### src/rtl/chien_pkg.sv
`default_nettype none
// chien_pkg: shared state encoding, command-bus bit positions and GF(2^9) alpha constants.
package chien_pkg;

   typedef enum logic [2:0] {
      IDLE    = 3'd0,
      LOAD_LO = 3'd1,
      LOAD_HI = 3'd2,
      CALC    = 3'd3,
      WAIT    = 3'd4,
      GAP     = 3'd5,
      EMIT    = 3'd6,
      FIN     = 3'd7
   } state_t;

   localparam int c_bit_wr_lo = 31;
   localparam int c_bit_wr_hi = 30;
   localparam int c_bit_calc  = 28;
   localparam int c_odd_lsb   = 16;

   // alpha^1..alpha^4 in GF(2^9) with x^9 + x^4 + 1; below x^9 no reduction happens
   localparam logic [8:0] c_alpha1 = 9'h002;
   localparam logic [8:0] c_alpha2 = 9'h004;
   localparam logic [8:0] c_alpha3 = 9'h008;
   localparam logic [8:0] c_alpha4 = 9'h010;

endpackage
`default_nettype wire

### src/rtl/chien_root_fifo.sv
`default_nettype none
// chien_root_fifo: queue of root positions; a push into a full queue is taken when a pop
// happens in the same cycle.
module chien_root_fifo #(
   parameter int PARAM_M     = 9,
   parameter int PARAM_DEPTH = 4
) (
   input  logic               clk,
   input  logic               rst,
   input  logic               i_push,
   input  logic [PARAM_M-1:0] i_data,
   input  logic               i_pop,
   output logic               o_valid,
   output logic               o_full,
   output logic [PARAM_M-1:0] o_data
);

   localparam int c_aw = $clog2(PARAM_DEPTH);

   logic [PARAM_M-1:0] r_mem [PARAM_DEPTH];
   logic [c_aw:0]      r_wr;
   logic [c_aw:0]      r_rd;
   logic               w_empty;
   logic               w_full;
   logic               w_do_pop;
   logic               w_do_push;

   assign w_empty   = (r_wr == r_rd);
   assign w_full    = (r_wr[c_aw] != r_rd[c_aw]) && (r_wr[c_aw-1:0] == r_rd[c_aw-1:0]);
   assign w_do_pop  = i_pop && !w_empty;
   assign w_do_push = i_push && (!w_full || w_do_pop);

   assign o_valid = !w_empty;
   assign o_full  = w_full;
   assign o_data  = r_mem[r_rd[c_aw-1:0]];

   always_ff @(posedge clk or negedge rst) begin
      if (!rst) begin
         r_wr <= '0;
         r_rd <= '0;
      end else begin
         if (w_do_push) r_wr <= r_wr + (c_aw+1)'(1);
         if (w_do_pop)  r_rd <= r_rd + (c_aw+1)'(1);
      end
   end

   always_ff @(posedge clk) begin
      if (w_do_push) r_mem[r_wr[c_aw-1:0]] <= i_data;
   end

endmodule
`default_nettype wire

### src/rtl/chien_sched.sv
`default_nettype none
// chien_sched: sequences an external 4-lane Chien unit over j = 1..n_points and queues the
// positions j where sigma(alpha^j) == 0.
module chien_sched
   import chien_pkg::*;
#(
   parameter int PARAM_M     = 9,
   parameter int PARAM_DEPTH = 4
) (
   input  logic               clk,
   input  logic               rst,
   input  logic               start,
   input  logic [PARAM_M-1:0] n_points,
   input  logic [2:0]         deg,
   input  logic               coef_we,
   input  logic [2:0]         coef_addr,
   input  logic [PARAM_M-1:0] coef_data,
   output logic               busy,
   output logic               done,
   output logic               fail,
   output logic [PARAM_M-1:0] root_cnt,
   output logic               root_valid,
   output logic [PARAM_M-1:0] root_pos,
   input  logic               root_ready,
   output logic               ch_enable,
   output logic [31:0]        ch_in_1,
   output logic [31:0]        ch_in_2,
   input  logic [31:0]        ch_out_1,
   input  logic               ch_ready
);

   localparam logic [PARAM_M-1:0] c_a1     = PARAM_M'(c_alpha1);
   localparam logic [PARAM_M-1:0] c_a2     = PARAM_M'(c_alpha2);
   localparam logic [PARAM_M-1:0] c_a3     = PARAM_M'(c_alpha3);
   localparam logic [PARAM_M-1:0] c_a4     = PARAM_M'(c_alpha4);
   localparam logic [31:0]        c_cmd_lo = 32'd1 << c_bit_wr_lo;
   localparam logic [31:0]        c_cmd_hi = 32'd1 << c_bit_wr_hi;
   localparam logic [31:0]        c_cmd_cl = 32'd1 << c_bit_calc;

   state_t             r_state;
   logic               r_ph;
   logic               r_seen_low;
   logic [PARAM_M-1:0] r_sigma [5];
   logic [PARAM_M-1:0] r_j;
   logic [PARAM_M-1:0] r_n;
   logic [PARAM_M-1:0] r_s;
   logic [PARAM_M-1:0] r_root_cnt;
   logic [2:0]         r_deg;
   logic               r_busy;
   logic               r_done;
   logic               r_fail;
   logic               r_en;
   logic [31:0]        r_in1;
   logic [31:0]        r_in2;

   logic [2:0]         w_deg;
   logic [PARAM_M-1:0] w_lsig [4];
   logic               w_full;
   logic               w_pop;
   logic               w_can_push;
   logic               w_push;
   logic               w_unused_ok;

   function automatic logic [31:0] f_pack(input logic [PARAM_M-1:0] ev,
                                          input logic [PARAM_M-1:0] od);
      logic [31:0] v;
      v = '0;
      v[PARAM_M-1:0]           = ev;
      v[c_odd_lsb +: PARAM_M]  = od;
      return v;
   endfunction

   // The first lane pair is issued on the start edge, before r_deg holds the new degree
   assign w_deg = (r_state == IDLE) ? deg : r_deg;

   always_comb begin
      for (int i = 0; i < 4; i++) begin
         w_lsig[i] = (32'(w_deg) > i) ? r_sigma[i+1] : '0;
      end
   end

   assign w_pop       = root_valid && root_ready;
   assign w_can_push  = !w_full || w_pop;
   assign w_push      = (r_state == EMIT) && (r_s == '0) && w_can_push;
   assign w_unused_ok = ^ch_out_1[31:PARAM_M];

   always_ff @(posedge clk or negedge rst) begin
      if (!rst) begin
         for (int i = 0; i < 5; i++) r_sigma[i] <= '0;
      end else if (coef_we && (r_state == IDLE) && (coef_addr <= 3'd4)) begin
         r_sigma[coef_addr] <= coef_data;
      end
   end

   always_ff @(posedge clk or negedge rst) begin
      if (!rst) begin
         r_state    <= IDLE;
         r_ph       <= 1'b0;
         r_seen_low <= 1'b0;
         r_j        <= '0;
         r_n        <= '0;
         r_s        <= '0;
         r_root_cnt <= '0;
         r_deg      <= '0;
         r_busy     <= 1'b0;
         r_done     <= 1'b0;
         r_fail     <= 1'b0;
         r_en       <= 1'b0;
         r_in1      <= '0;
         r_in2      <= '0;
      end else begin
         r_done <= 1'b0;
         unique case (r_state)
            IDLE: begin
               if (start) begin
                  r_root_cnt <= '0;
                  r_fail     <= 1'b0;
                  r_deg      <= deg;
                  r_n        <= n_points;
                  r_j        <= PARAM_M'(1);
                  r_busy     <= 1'b1;
                  if (n_points == '0) begin
                     r_state <= FIN;
                  end else begin
                     r_state <= LOAD_LO;
                     r_ph    <= 1'b0;
                     r_en    <= 1'b1;
                     r_in1   <= f_pack(w_lsig[0], w_lsig[1]);
                     r_in2   <= f_pack(c_a1, c_a2) | c_cmd_lo;
                  end
               end
            end
            LOAD_LO: begin
               if (!r_ph) begin
                  r_ph  <= 1'b1;
                  r_en  <= 1'b0;
                  r_in1 <= '0;
                  r_in2 <= '0;
               end else begin
                  r_state <= LOAD_HI;
                  r_ph    <= 1'b0;
                  r_en    <= 1'b1;
                  r_in1   <= f_pack(w_lsig[2], w_lsig[3]);
                  r_in2   <= f_pack(c_a3, c_a4) | c_cmd_hi;
               end
            end
            LOAD_HI: begin
               if (!r_ph) begin
                  r_ph  <= 1'b1;
                  r_en  <= 1'b0;
                  r_in1 <= '0;
                  r_in2 <= '0;
               end else begin
                  r_state <= CALC;
                  r_ph    <= 1'b0;
                  r_en    <= 1'b1;
                  r_in1   <= '0;
                  r_in2   <= c_cmd_cl;
               end
            end
            CALC: begin
               r_state    <= WAIT;
               r_seen_low <= 1'b0;
            end
            WAIT: begin
               // ready may still be high from a stale result; only a low-to-high edge counts
               if (!ch_ready) begin
                  r_seen_low <= 1'b1;
               end else if (r_seen_low) begin
                  r_s     <= ch_out_1[PARAM_M-1:0] ^ r_sigma[0];
                  r_en    <= 1'b0;
                  r_in2   <= '0;
                  r_state <= GAP;
               end
            end
            GAP: begin
               r_state <= EMIT;
            end
            EMIT: begin
               if ((r_s != '0) || w_can_push) begin
                  if ((r_s == '0) && (r_root_cnt != '1)) r_root_cnt <= r_root_cnt + PARAM_M'(1);
                  if (r_j == r_n) begin
                     r_state <= FIN;
                  end else begin
                     r_j     <= r_j + PARAM_M'(1);
                     r_state <= CALC;
                     r_en    <= 1'b1;
                     r_in2   <= c_cmd_cl;
                  end
               end
            end
            FIN: begin
               r_done  <= 1'b1;
               r_fail  <= (r_root_cnt != PARAM_M'(r_deg));
               r_busy  <= 1'b0;
               r_state <= IDLE;
            end
            default: r_state <= IDLE;
         endcase
      end
   end

   chien_root_fifo #(
      .PARAM_M     (PARAM_M),
      .PARAM_DEPTH (PARAM_DEPTH)
   ) u_fifo (
      .clk     (clk),
      .rst     (rst),
      .i_push  (w_push),
      .i_data  (r_j),
      .i_pop   (root_ready),
      .o_valid (root_valid),
      .o_full  (w_full),
      .o_data  (root_pos)
   );

   assign busy      = r_busy;
   assign done      = r_done;
   assign fail      = r_fail;
   assign root_cnt  = r_root_cnt;
   assign ch_enable = r_en;
   assign ch_in_1   = r_in1;
   assign ch_in_2   = r_in2;

endmodule
`default_nettype wire

### config.mk
export PLATFORM = sky130hd
export DESIGN_NAME = chien_sched
export DESIGN_NICKNAME = d
export VERILOG_FILES = /design/src/rtl/chien_pkg.sv /design/src/rtl/chien_root_fifo.sv /design/src/rtl/chien_sched.sv
export SDC_FILE = /design/constraint.sdc
export NUM_CORES = 1
export LEC_CHECK = 0
export ABC_AREA = 1
export CORE_UTILIZATION = 50
export CTS_BUF_LIST = sky130_fd_sc_hd__clkbuf_8
export DETAILED_ROUTE_END_ITERATION = 8
export PLACE_DENSITY = 0.77
export SLEW_MARGIN = 25
export SYNTH_ARGS = -nofsm -noshare
export SYNTH_HDL_FRONTEND = slang
export SYNTH_HIERARCHICAL = 1
export SYNTH_SLANG_ARGS = --single-unit
### constraint.sdc
create_clock -name clk -period 3.6 [get_ports clk]
set_clock_uncertainty 0.05 [all_clocks]
set_input_delay 0.72 -clock clk [delete_from_list [all_inputs] [get_ports clk]]
set_output_delay 0.72 -clock clk [all_outputs]
set_load 0.1 [all_outputs]
* Word-level counts from Yosys, hierarchy flattened
Memory sizes are Yosys's and may differ from the RTL's. Index checks and enable logic that the tools add are counted. W data, S select, Z words.
Word-level totals: bits in writable memories 36, bits of input ports 62, memories 1, output and inout port bits 87, register bits 163, logic and storage cells 153
Operators by class: order comparisons 7, reduce and logical (&&, ||, !) cells 36, eq/ne operators 23, mux-type cells 59, bitwise operators 2, add/subtract/negate cells 4
Memories:
- u_fifo.r_mem | words 4, bits a word 9, read ports 1, clocked after memory_dff 0, write ports 1, line chien_root_fifo.sv:20 | logic [PARAM_M-1:0] r_mem [PARAM_DEPTH];
Operators with widths (number):
- $mux W32 | 8
- $pmux W32 S5 | 1
- $mux W9 | 11
- $pmux W32 S3 | 1
- $bwmux W45 | 1
- $pmux W9 S2 | 2
- $mux W31 | 1
- $mux W29 | 1
- $demux W9 S3 | 1
- $mux W3 | 9
- $mux W25 | 1
- $pmux W3 S8 | 1
- $add A9 B1 Y9 const B | 2
- $logic_not A9 Y1 | 2
- $mux W1 | 16
- $ne A2 B2 Y1 const B | 8
- $reduce_and A7 Y1 | 2
- $eq A3 B3 Y1 const B | 4
- $eq A9 B9 Y1 | 1
- $logic_and A1 B1 Y1 | 9
- $ne A9 B3 Y1 | 1
- $ne A9 B9 Y1 const B | 1
- $reduce_and A3 Y1 | 3
- $reduce_bool A9 Y1 | 1
- other kinds (27) | 43

* Depth between registers and ports, before layout
Gate-level depths: netlist of run 1.
depth after elaboration 8, mapped depth 13, depth with buffers taken out 13

* Hierarchy
Netlist of run 1, hierarchy kept.
By module, submodules not included:
- chien_sched | cells each 751, times used 1, area each 6203.4 sq um
- chien_root_fifo | cells each 146, times used 1, area each 1770.4 sq um

* Worst setup path after synthesis of run 1
No wires, ideal clock.
kind register to output, start register u_fifo.r_rd[0], end output port root_pos[0], cell stages (with the launch flop) 6, path buffers 2, data arrival time 2.283 ns, path slack 0.547 ns, path through dfrtp_1 -> inv_1 -> buf_2 -> buf_2 -> nor2_1 -> o22ai_1
On the way: word-level cells in the longest chain between the ends 1
Ends and longest elaborated chain:
- start, declared | line chien_root_fifo.sv:22 | logic [c_aw:0] r_rd;
- start signal, assigned | line chien_root_fifo.sv:43 | if (w_do_pop) r_rd <= r_rd + (c_aw+1)'(1);
- $mem_v2 Z4 W9
- end, declared | line chien_sched.sv:23 | output logic [PARAM_M-1:0] root_pos,
No other way between the ends.

* Final worst setup path of run 1
start register u_fifo.r_rd[0], end output port root_pos[7]
Same word-level chain as after synthesis.

==> results of run 1 <==
-- final cells by class --
type | count | area (sq um)
tap | 211 | 264.0
sequential | 156 | 4084
fill | 1338 | 6228
multi-input combinational | 623 | 3196
clock buffer | 17 | 234.0
clock inverter | 15 | 137.6
timing repair buffer | 96 | 890.9
inverter | 89 | 336.6
-- layer usage --
metal	vias to the layer above	global-route usage	wire length, um
li1	2992	-	-
met1	2801	0.2976	7805
met2	159	0.3323	7531
met3	20	0.04925	814
met4	0	0.05260	174
met5	-	0	0
-- synth_stat cells (10+ instances only) --
library cell,number
sky130_fd_sc_hd__nand2_1,230
sky130_fd_sc_hd__dfrtp_1,120
sky130_fd_sc_hd__nor2_1,85
sky130_fd_sc_hd__inv_1,79
sky130_fd_sc_hd__o21ai_0,48
sky130_fd_sc_hd__buf_4,45
sky130_fd_sc_hd__nand3_1,40
sky130_fd_sc_hd__o21ai_1,40
sky130_fd_sc_hd__edfxtp_1,36
sky130_fd_sc_hd__a21oi_1,21
sky130_fd_sc_hd__xor2_1,20
sky130_fd_sc_hd__nand4_1,12
sky130_fd_sc_hd__o21ai_2,10
sky130_fd_sc_hd__o22ai_1,10
-- registers in the layout, summed over array words and instances (netlist names) --
signal and count:
u_fifo/r_wr 3, r_n 9, u_fifo/r_rd 3, r_j 9, ch_in_2 3, r_s 9
r_sigma 45, ch_in_1 18, ch_enable 1, busy 1, root_cnt 9, r_seen_low 1
r_state 3, r_deg 3, fail 1, r_ph 1, u_fifo/r_mem 36, done 1
-- per-stage QoR --
step                      cell area, sq um  setup slack, ps  power, W
after detailed placement              8771            919.1  0.007258
after CTS                             9143            697.1  0.008511
after floorplan                       8117            546.7  0.006401
after global placement                8771            963.8  0.007173
final                                 9143            709.6  0.008482
after global routing                  9143            530.3  0.008999
-- power groups by stage --
stage                     logic [W]  clock network, W  registers [W]
after global placement      0.00435                 0        0.00282
after global routing        0.00478           0.00134        0.00288
after detailed placement    0.00442                 0        0.00284
after CTS                   0.00444           0.00127        0.00281
after floorplan             0.00284                 0        0.00356
final                       0.00442           0.00125        0.00281
-- logic make-up after synthesis --
group,after synthesis,synth area share
simple gates,409,0.2374
buf+inv,156,0.1050
flops,156,0.5122
compound gates,135,0.09446
other cells,1,0.0004703
xor+xnor,26,0.02950
fa+ha+maj,8,0.01255
mux,6,0.008473
-- worst paths after layout --
path / startpoint / cells past startpoint / end / slack, ps
max: u_fifo/r_rd[0]$_DFFE_PN0P_ / 5 / root_pos[7] / 710
min: rst / 1 / ch_in_1[3]$_DFFE_PN0P_ / 290
max reg2reg: u_fifo/r_rd[0]$_DFFE_PN0P_ / 9 / u_fifo/r_mem[0][7]$_DFFE_PP_ / 1010
min reg2reg: ch_in_1[21]$_DFFE_PN0P_ / 2 / ch_in_1[21]$_DFFE_PN0P_ / 430
max in group asynchronous: rst / 2 / r_j[8]$_DFFE_PN0P_ / 2320
min in group clk: ch_in_1[21]$_DFFE_PN0P_ / 2 / ch_in_1[21]$_DFFE_PN0P_ / 430
-- worst reg2reg max path, delay by kind of cell (launching register included) --
family | cells | cell delay (ps)
flip-flops | 1 | 770
AO/OA/AOI/OAI | 1 | 170
AND/OR/NAND/NOR | 6 | 960
buffers and inverters | 2 | 330
==> insert_results.sql, run 1 <==
INSERT INTO impl_metrics (metric_group, metric, value, unit) VALUES
('synth', 'yosys_warnings', '6', ''),
('die', 'floorplan.initialDensity', '0.5188', ''),
('sta', 'timing_hold_violations_final', '0', ''),
('global_routing', 'antenna_found_initial', '0', ''),
('clocking', 'cts.htree.levels', '4', ''),
('critical_path', 'ordered_cell_list_for_the_critical_path', 'inv_1 > buf_4 > o21ai_0 > o22ai_1 > buf_4', ''),
('synth', 'synth.top_cells.by_area', 'sky130_fd_sc_hd__dfrtp_1, sky130_fd_sc_hd__edfxtp_1, sky130_fd_sc_hd__nand2_1', ''),
('sta', 'grt_setup_unrepaired', 'no', ''),
('synth', 'synth.distinct_cells', '46', ''),
('synth', 'yosys.area.top_type', 'sky130_fd_sc_hd__dfrtp_1', ''),
('power_and_ir_drop', 'internal-power', '0.004033', 'W'),
('clocking', 'cts.repair.resized', '0', ''),
('clocking', 'cts_tree', 'yes', ''),
('die', 'io_pins', '149', ''),
('power_and_ir_drop', 'power.switching', '0.004449', 'W'),
('routing', 'drt_first_iter_violations', '438', ''),
('critical_path', 'cpLargestDelayFamily', 'flip-flops', ''),
('global_routing', 'grt_pass1_vias', '5497', ''),
('global_routing', 'grt_first_pass_wirelength', '27.03', 'mm'),
('layout', 'layout.cells.most_common_list', 'sky130_fd_sc_hd__nand2_1, sky130_fd_sc_hd__dfrtp_1, sky130_fd_sc_hd__nor2_1', ''),
('routing', 'routedWlPerCell', '13.53', 'um'),
('outcome', 'outcome', 'finished, final reports clean', ''),
('sta', 'worst_slew_pin_slew', '993.3', 'ps'),
('sta', 'timing.final.crit_share', '0.8029', ''),
('clocking', 'ctsLongestPathBuffers', '2', ''),
('synth', 'synth_edf_count', '36', ''),
('clocking', 'clk_pin_slew_worst_paths', '80', 'ps'),
('global_routing', 'grt_max_degree', '63', ''),
('sta', 'max_slew_margin', '0.3358', ''),
('critical_path', 'arr_time_crit_path', '2120', 'ps'),
('critical_path', 'crit_fanout', '22', ''),
('synth', 'synth_cells', '897', ''),
('sta', 'timing.final.setup_violations', '0', ''),
('clocking', 'clock-sinks', '156', ''),
('critical_path', 'crit_required', '2830', 'ps'),
('global_routing', 'global_route.usage.total', '0.2119', ''),
('critical_path', 'critical-path-top-cell-by-count', 'sky130_fd_sc_hd__buf_4', ''),
('layout', 'nets', '1053', ''),
('power_and_ir_drop', 'vdd.ir_drop.worst', '530.7', 'uV'),
('routing', 'drcViolationCount', '0', ''),
('critical_path', 'endpoint_kind', 'output port', ''),
('global_routing', 'globalRouteOverflowTotal', '0', ''),
('synth', 'async_reset_ff_frac', '0.7692', ''),
('placement', 'port_buffers', '86', ''),
('routing', 'dr.pass1.iters', '5', ''),
('power_and_ir_drop', 'clock_power_share', '0.148', ''),
('die', 'dieHeight', '128.3', 'um'),
('sta', 'fmax', '346.0', 'MHz'),
('run', 'max_cap_viol_count', '0', ''),
('clocking', 'post-cts-setup-buffers', '0', ''),
('layout', 'layout.core_utilization', '0.5948', ''),
('sta', 'maxSlewViolCount', '0', ''),
('die', 'chipWidth', '128.3', 'um'),
('layout', 'n_antenna_cell', '0', ''),
('power_and_ir_drop', 'power_frac_comb', '0.521', ''),
('layout', 'areaGrowthSynthToFinish', '14.66', '%'),
('layout', 'finished_layout_cells', '1207', ''),
('die', 'area_of_the_die', '0.01646', 'sq mm'),
('die', 'fp-row-count', '45', ''),
('synth', 'synth.avg_cell_area', '8.890', 'sq um'),
('power_and_ir_drop', 'power.density_cell_area', '927.7', 'mW/mm^2'),
('layout', 'mostFrequentLayoutCell', 'sky130_fd_sc_hd__nand2_1', ''),
('sta', 'timing.setup.tns', '0', 'ps'),
('layout', 'layout-drive-gt1-share', '0.1185', ''),
('routing', 'via_count', '5972', ''),
('clocking', 'cts_root_buf', 'sky130_fd_sc_hd__clkbuf_8', ''),
('routing', 'ant_nets', '0', ''),
('placement', 'place_inst', '1175', ''),
('critical_path', 'timing.critical_path.buf_inv', '3', ''),
('die', 'core_area', '0.01537', 'sq mm'),
('sta', 'period_needed', '2890', 'ps');
Note: power is estimated with default switching activity, not from simulation.
==> inputs of run 2 (changes only) <==
==> constraint.sdc (replaced) <==
create_clock -name clk -period 2.7 [get_ports clk]
set_clock_uncertainty 0.05 [all_clocks]
set_input_delay 0.54 -clock clk [delete_from_list [all_inputs] [get_ports clk]]
set_output_delay 0.54 -clock clk [all_outputs]
set_load 0.1 [all_outputs]
==> insert_results.sql, run 2 (synthesis results as in run 1) <==
INSERT INTO impl_metrics (metric_group, metric, value, unit) VALUES
('sta', 'grt_setup_unrepaired', 'no', ''),
('layout', 'mostFrequentLayoutCell', 'sky130_fd_sc_hd__nand2_1', ''),
('layout', 'area_occupied_by_multi_input_gates', '0.003252', 'sq mm'),
('placement', 'routabilityCongestion', '0.8995', ''),
('sta', 'timing.final.crit_share', '0.8950', ''),
('sta', 'max_slew_margin', '0.5503', ''),
('clocking', 'clk_pin_slew_worst_paths', '80', 'ps'),
('clocking', 'cts.repair.resized', '0', ''),
('critical_path', 'ordered_cell_list_for_the_critical_path', 'buf_4 > inv_1 > o21ai_0 > o22ai_2 > buf_12', ''),
('sta', 'timing_hold_violations_final', '0', ''),
('die', 'io_pins', '149', ''),
('power_and_ir_drop', 'power.density_cell_area', '1262', 'mW/mm^2'),
('global_routing', 'global_route.usage.total', '0.2150', ''),
('die', 'floorplan.initialDensity', '0.5188', ''),
('clocking', 'cts_root_buf', 'sky130_fd_sc_hd__clkbuf_8', ''),
('critical_path', 'arr_time_crit_path', '1830', 'ps'),
('routing', 'dr.pass1.iters', '5', ''),
('global_routing', 'grt_pass1_vias', '5472', ''),
('die', 'fp-row-count', '45', ''),
('layout', 'largest_register', 'r_sigma', ''),
('placement', 'post-dp-hpwl', '11.90', 'mm'),
('clocking', 'post-cts-setup-buffers', '0', ''),
('critical_path', 'regToRegEndpoint', 'root_cnt[2]$_DFFE_PN0P_', ''),
('global_routing', 'grt_first_pass_wirelength', '27.16', 'mm'),
('power_and_ir_drop', 'vdd.ir_drop.worst', '845.1', 'uV'),
('sta', 'maxSlewViolCount', '0', ''),
('routing', 'detail_route.wirelength', '16.61', 'mm'),
('layout', 'layout-drive-gt1-share', '0.1638', ''),
('die', 'core_area', '0.01537', 'sq mm'),
('critical_path', 'endpoint_kind', 'output port', ''),
('routing', 'drt_first_iter_violations', '454', ''),
('routing', 'drcViolationCount', '0', ''),
('worst_hold_path', 'worst_hold_path_type', 'input port to asynchronous set/reset pin', ''),
('clocking', 'cts.htree.levels', '4', ''),
('layout', 'sequential_cell_area', '0.004084', 'sq mm'),
('power_and_ir_drop', 'p_leak', '4.382', 'nW'),
('run', 'max_cap_viol_count', '0', ''),
('die', 'area_of_the_die', '0.01646', 'sq mm'),
('critical_path', 'cp_slowest_stage_delay', '420', 'ps'),
('critical_path', 'worst-setup-path-type', 'register to output port', ''),
('critical_path', 'startpoint_type', 'register', ''),
('global_routing', 'grt_max_degree', '51', ''),
('critical_path', 'crit_required', '2110', 'ps'),
('clocking', 'cts_tree', 'yes', ''),
('clocking', 'clock-sinks', '156', ''),
('global_routing', 'antenna_found_initial', '0', ''),
('routing', 'via_count', '6045', ''),
('critical_path', 'crit_fanout', '12', ''),
('clocking', 'numCtsBuffers', '17', ''),
('layout', 'areaGrowthSynthToFinish', '17.28', '%'),
('layout', 'num-fill-cells', '1317', ''),
('global_routing', 'globalRouteOverflowTotal', '0', ''),
('layout', 'nets', '1058', ''),
('critical_path', 'worst-r2r-setup-slack', '390', 'ps'),
('layout', 'largest_reg_flops', '45', ''),
('routing', 'ant_nets', '0', ''),
('critical_path', 'cpLargestDelayFamily', 'buffers and inverters', ''),
('routing', 'detail_route.vias_per_cell', '4.988', ''),
('critical_path', 'timing.rr.start', 'u_fifo/r_wr[0]$_DFFE_PN0P_', ''),
('layout', 'layout.cells.most_common_list', 'sky130_fd_sc_hd__nand2_1, sky130_fd_sc_hd__dfrtp_1, sky130_fd_sc_hd__nor2_1', ''),
('die', 'chipWidth', '128.3', 'um'),
('placement', 'dp_slack', '347.8', 'ps'),
('layout', 'n_antenna_cell', '0', ''),
('sta', 'fmax', '413.8', 'MHz'),
('die', 'dieHeight', '128.3', 'um'),
('sta', 'worst_slack', '283.5', 'ps'),
('clocking', 'cts_hold_buf', '0', ''),
('critical_path', 'critical-path-slowest-cell', 'sky130_fd_sc_hd__dfrtp_1', ''),
('clocking', 'ctsLongestPathBuffers', '2', ''),
('critical_path', 'timing.critical_path.buf_inv', '3', ''),
('routing', 'routedWlPerCell', '13.70', 'um'),
('clocking', 'clock_latency', '460', 'ps'),
('sta', 'worst_slew_pin_slew', '674.5', 'ps'),
('sta', 'timing.final.setup_violations', '0', ''),
('outcome', 'outcome', 'finished, final reports clean', ''),
('critical_path', 'rr_worst_depth', '12', ''),
('sta', 'timing.setup.tns', '0', 'ps'),
('sta', 'period_needed', '2416', 'ps'),
('placement', 'port_buffers', '86', '');
==> run 2: power breakdown <==
group          switching (W)  internal [W]
registers           0.000564       0.00315
logic                0.00454       0.00171
clock network       0.000874      0.000967
==> run 2: worst max path at each step <==
stage,startpoint,endpoint,slack [ps],depth (start not counted)
floorplan,u_fifo/r_wr[1]$_DFFE_PN0P_,u_fifo/r_mem[0][0]$_DFFE_PP_,170,6
global placement,root_ready,u_fifo/r_mem[3][1]$_DFFE_PP_,380,6
detailed placement,coef_addr[0],r_sigma[30]$_DFFE_PN0P_,350,7
CTS,u_fifo/r_rd[1]$_DFFE_PN0P_,root_pos[0],270,5
global route,u_fifo/r_wr[0]$_DFFE_PN0P_,root_cnt[2]$_DFFE_PN0P_,150,12
finish,u_fifo/r_rd[1]$_DFFE_PN0P_,root_pos[4],280,5
==> run 2: layout make-up <==
class,count,share of cell area
Sequential cell,156,0.4367
Clock buffer,19,0.02796
Multi-Input combinational cell,623,0.3477
Inverter,89,0.03599
Timing Repair Buffer,101,0.1057
Clock inverter,13,0.01766
Tap cell,211,0.02823
==> run 2: layer usage <==
layer / vias up / wire length (um) / GRT usage
met5: - / 0 / 0
met4: 0 / 292 / 0.08028
met3: 22 / 896 / 0.04758
met2: 196 / 7827 / 0.3348
met1: 2821 / 7589 / 0.2946
li1: 3006 / - / -
==> run 2: stage by stage <==
stage	utilization	instances	instance area [sq um]	total power, W	hold WS, ps
floorplan	-	935	8173	0.008593	194.4
global placement	0.5806	1180	8925	0.009886	416.2
detailed placement	0.5806	1180	8925	0.01002	415.8
CTS	0.6084	1212	9351	0.01187	70.91
global route	0.6084	1212	9351	0.01252	88.82
finish	0.6084	1212	9351	0.01181	66.66
